## src/rtl/il_pkg.sv

```systemverilog
// il_pkg: shared constants and the permutation function for the 4x7 block
// interleaver.
//   IL_ROWS / IL_COLS : matrix geometry
//   IL_N              : word width, IL_ROWS*IL_COLS
//   il_perm(d, mode)  : mode 0 writes row-wise and reads column-wise;
//                       mode 1 is the exact inverse
package il_pkg;

    localparam int IL_ROWS = 4;
    localparam int IL_COLS = 7;
    localparam int IL_N    = IL_ROWS * IL_COLS;

    // Pure wiring permutation. Every output bit is assigned exactly once, so
    // the '0 default never reaches the result; it only keeps the function
    // free of unassigned bits.
    function automatic logic [IL_N-1:0] il_perm(input logic [IL_N-1:0] d,
                                                input logic            mode);
        logic [IL_N-1:0] q;
        q = '0;
        for (int r = 0; r < IL_ROWS; r++) begin
            for (int c = 0; c < IL_COLS; c++) begin
                if (mode == 1'b0) begin
                    q[c*IL_ROWS + r] = d[r*IL_COLS + c];
                end else begin
                    q[r*IL_COLS + c] = d[c*IL_ROWS + r];
                end
            end
        end
        return q;
    endfunction

endpackage

```

## src/rtl/il_perm_core.sv

```systemverilog
// il_perm_core: combinational bit permutation feeding the interleaver's
// output register.
//   i_d    : input word
//   i_mode : 0 = interleave, 1 = deinterleave
//   o_q    : permuted word
module il_perm_core
    import il_pkg::*;
(
    input  logic [IL_N-1:0] i_d,
    input  logic            i_mode,
    output logic [IL_N-1:0] o_q
);

    // Permutation is wiring only: no arithmetic, no state.
    always_comb begin
        o_q = il_perm(i_d, i_mode);
    end

endmodule

```

## src/rtl/il_wrappers.sv

```systemverilog


module deinterleaver
    import il_pkg::*;
(
    input  logic            clk,
    input  logic            rst,
    input  logic            en,
    input  logic [IL_N-1:0] data_in,
    output logic            en_out,
    output logic [IL_N-1:0] data_out
);

    block_interleaver #(.MODE(1)) u_core (
        .clk      (clk),
        .rst      (rst),
        .en       (en),
        .data_in  (data_in),
        .en_out   (en_out),
        .data_out (data_out)
    );

endmodule

```

## src/rtl/block_interleaver.sv

```systemverilog
// block_interleaver: fixed 4x7 row/column bit interleaver, one 28-bit word
// per clock with 1-clock latency.
//   clk      : rising-edge clock
//   rst      : asynchronous reset, active-low
//   en       : input word valid
//   data_in  : input word, bit 0 is the first bit of the block
//   en_out   : output word valid (en delayed by one clock)
//   data_out : permuted word, holds its value while en is low
// MODE selects interleave (0) or deinterleave (1).
module block_interleaver
    import il_pkg::*;
#(
    parameter  int ROWS = IL_ROWS,
    parameter  int COLS = IL_COLS,
    parameter  int MODE = 0,
    localparam int N    = ROWS * COLS
) (
    input  logic         clk,
    input  logic         rst,
    input  logic         en,
    input  logic [N-1:0] data_in,
    output logic         en_out,
    output logic [N-1:0] data_out
);

    localparam logic MODE_BIT = (MODE != 0);

    logic [N-1:0] w_perm;
    logic         r_en_out;
    logic [N-1:0] r_data_out;

    il_perm_core u_perm_core (
        .i_d    (data_in),
        .i_mode (MODE_BIT),
        .o_q    (w_perm)
    );

    // Output stage: valid follows en, data captures only on valid words so
    // the last word stays visible across enable gaps.
    always_ff @(posedge clk or negedge rst) begin
        if (!rst) begin
            r_en_out   <= 1'b0;
            r_data_out <= '0;
        end else begin
            r_en_out <= en;
            if (en) begin
                r_data_out <= w_perm;
            end else begin
                r_data_out <= r_data_out;
            end
        end
    end

    assign en_out   = r_en_out;
    assign data_out = r_data_out;

endmodule

```

## config.mk

```make
export PLATFORM = sky130hd
export DESIGN_NAME = deinterleaver
export DESIGN_NICKNAME = d
export VERILOG_FILES = /design/src/rtl/il_pkg.sv /design/src/rtl/il_perm_core.sv /design/src/rtl/il_wrappers.sv /design/src/rtl/block_interleaver.sv
export SDC_FILE = /design/constraint.sdc
export NUM_CORES = 1
export LEC_CHECK = 0
export CORE_UTILIZATION = 28
export CTS_CLUSTER_DIAMETER = 100
export DETAILED_ROUTE_END_ITERATION = 8
export DONT_BUFFER_PORTS = 1
export PLACE_DENSITY_LB_ADDON = 0.3
export SKIP_LAST_GASP = 1
export SYNTH_ARGS = -nofsm -noshare
export SYNTH_HDL_FRONTEND = slang
export SYNTH_HIERARCHICAL = 1
export SYNTH_SLANG_ARGS = --single-unit
```

## constraint.sdc

```tcl
create_clock -name clk -period 1.04 [get_ports clk]
set_input_delay 0.104 -clock clk [delete_from_list [all_inputs] [get_ports clk]]
set_output_delay 0.104 -clock clk [all_outputs]
set_load 0.02 [all_outputs]
```

==> metrics <==
area of the core=5510 um^2; PostCTS Resize Cnt=0; P_leak=between 0.0009 and 0.001 uW; GR Overflow Total=0; Fillers=538; Synth Flop Type=dfrtp_1; synth warn=6; Worst Path Buf+Inv=1; GPL Wtd Cong=0.689; DIE AREA=6010 um^2; post-synthesis cell type count=7; Max Cap Viol=0; Placement Setup Slack=0.260 ns; final wirelength=3.17 mm; final hold violations=9; Ports=60; GR Util met3=0.0518; reg2reg end=u_core/data_out[16]$_DFFE_PN0P_; initial antenna violation count=0; fin crit period=0.944 ns; startpoint type of the worst setup path=flip-flop; share of cells above drive strength 1=0.707; worst-path maximum fanout=2; routed via count=850; nets=154; CTS H-tree lvls=2; worst-skew pair later-pin latency=0.27 ns; Finish-stage setup viols=0; die width=77.5 um; clock slew at reported path FFs=0.06 ns; post-route clock period utilization=0.907; CP Class=flip-flop to output pin; CP required=around 0.94 ns; CTS tree=built; synth-to-layout area growth=20.3%; vias in the first global route=approximately 970; Post-Syn Instances=92; GRT Util Overall=0.114; Die Height=roughly 78 um; Top Family by Delay on Critical Path=flip-flops; number of synthesized flops with an enable pin=0; worst-path cell chain=buf_4; CP Data Arrival Time=0.84 ns; wire per inst=roughly 16 um; Diodes inserted=0; failing checks=hold timing; Final Skew=0 ns; Hold Crit Class=input pin to flip-flop; final worst slack=0.0964 ns; Mean Syn Cell Area=17.4 um^2; Reg2Reg Launch Point=u_core/data_out[16]$_DFFE_PN0P_; Hold WS=-0.136 ns; Port Buffers=0; Reg2Reg Depth=1; max frequency=1060 MHz; CP endpoint kind=output pin; first-pass GRT wire length=5.11 mm; post-layout util=0.349; syn_nets=between 100 and 150; vias per inst=4.36; Cell Area, Synth=between 1500 and 2000 um^2; starting DRC count in detailed routing=11; top cell type's share of synthesized area=0.454; RSZ-0062 raised after global routing=false; # DRC=0; CTS root buf=clkbuf_8; Global Route met1 Usage=0.127; GRT Max-Usage Layer=met2; async set-reset flop share out of synthesis=1.00; setup bufs post-CTS=0; max-slew violation count=0; r2r setup slk=~0.26 ns; Critical Path Slowest Stage Cell=dfrtp_1; grt met2 use=0.183; # rows=27; synth cell count leaders=40 x mux2_4, 29 x dfrtp_1, 12 x mux2_2; maximum vdd ir drop=0.000504 V; CTS Hold Bufs=6; initial core utilization=0.290; most frequent cell after synthesis=mux2_4; total clock buffers created by CTS=5; largest net degree at the start of global routing=30; FF+latch count, synth=29; status=finished, violations left; number of routed nets with antenna violations=0; Min-Delay Path Depth=0; sequential area share after synthesis=0.454; Largest stage delay, worst path=~0.40 ns; cell area power density=1580 nW/um^2; synth top area cells=dfrtp_1 45%, mux2_4 38%, mux2_2 8.5%, buf_12 5.0%, buf_4 1.9%; DPL Wire Length=about 2.2 mm; Fin Setup TNS=0 ns; DR pass1 iterations=3; hold path start=en; Yosys top cell by area=dfrtp_1; Clock Sinks=29; clock buffer depth=2; WHS Endpoint=u_core/en_out$_DFF_PN0_
[how the worst max path moves through the flow]
stage	endpoint	from	cells after the start
2_1_floorplan	u_core/data_out[10]$_DFFE_PN0P_	u_core/data_out[10]$_DFFE_PN0P_	1
3_3_place_gp	u_core/data_out[10]$_DFFE_PN0P_	u_core/data_out[10]$_DFFE_PN0P_	1
3_5_place_dp	u_core/data_out[7]$_DFFE_PN0P_	u_core/data_out[7]$_DFFE_PN0P_	1
4_1_cts	data_out[10]	u_core/data_out[10]$_DFFE_PN0P_	1
5_1_grt	data_out[10]	u_core/data_out[10]$_DFFE_PN0P_	1
6_report	data_out[10]	u_core/data_out[10]$_DFFE_PN0P_	1
[layer usage]
layer	up-vias	routed length, um
met5	-	0
met1	431	1310
met4	0	39
met3	2	279
li1	380	-
met2	37	1540
[area by class of cell]
type | instances | area (um^2) | area share
Multi-Input combinational cell | 53 | 739 | 0.385
Sequential cell | 29 | 726 | 0.378
Timing Repair Buffer | 34 | 280 | 0.146
Tap cell | 72 | 90.1 | 0.0469
Clock buffer | 7 | 86.3 | 0.0449
[kinds of logic (layout without fill, tap and decap cells)]
kind of cell / after synthesis / after routing / synth area share
buffers and inverters: 10 / 41 / 0.0830
other: 1 / 1 / 0.00235
multiplexers: 52 / 52 / 0.460
flip-flops: 29 / 29 / 0.454
[placed cells by master (no fill, tap or decap)]
| master | n |
|---|---|
| buf_12 | 1 |
| mux2_2 | 12 |
| buf_4 | 28 |
| dfrtp_1 | 29 |
| dlygate4sd3_1 | 5 |
| clkbuf_1 | 1 |
| clkbuf_8 | 6 |
| mux2_4 | 40 |
| conb_1 | 1 |
[power breakdown]
| group | switching (uW) | leakage [uW] | total [uW] | internal [uW] |
|---|---|---|---|---|
| sequential | 83.1 | 0.000339 | 1350 | 1260 |
| clock | 384 | 0.0000443 | 907 | 523 |
| combinational | 327 | 0.000544 | 783 | 456 |
[metrics by stage]
step | power (uW) | cell area [um^2] | cells
floorplan | 1920 | 1600 | 92
global placement | 2090 | 1770 | 182
detailed placement | 2100 | 1770 | 182
CTS | 3100 | 1920 | 195
global route | 3200 | 1920 | 195
finish | 3040 | 1920 | 195
[state kept, by name, indices dropped and copies added, names as in the netlist]
| name | flops |
|---|---|
| u_core/data_out | 28 |
| u_core/en_out | 1 |
No activity file was read; power rests on OpenSTA's default activity.
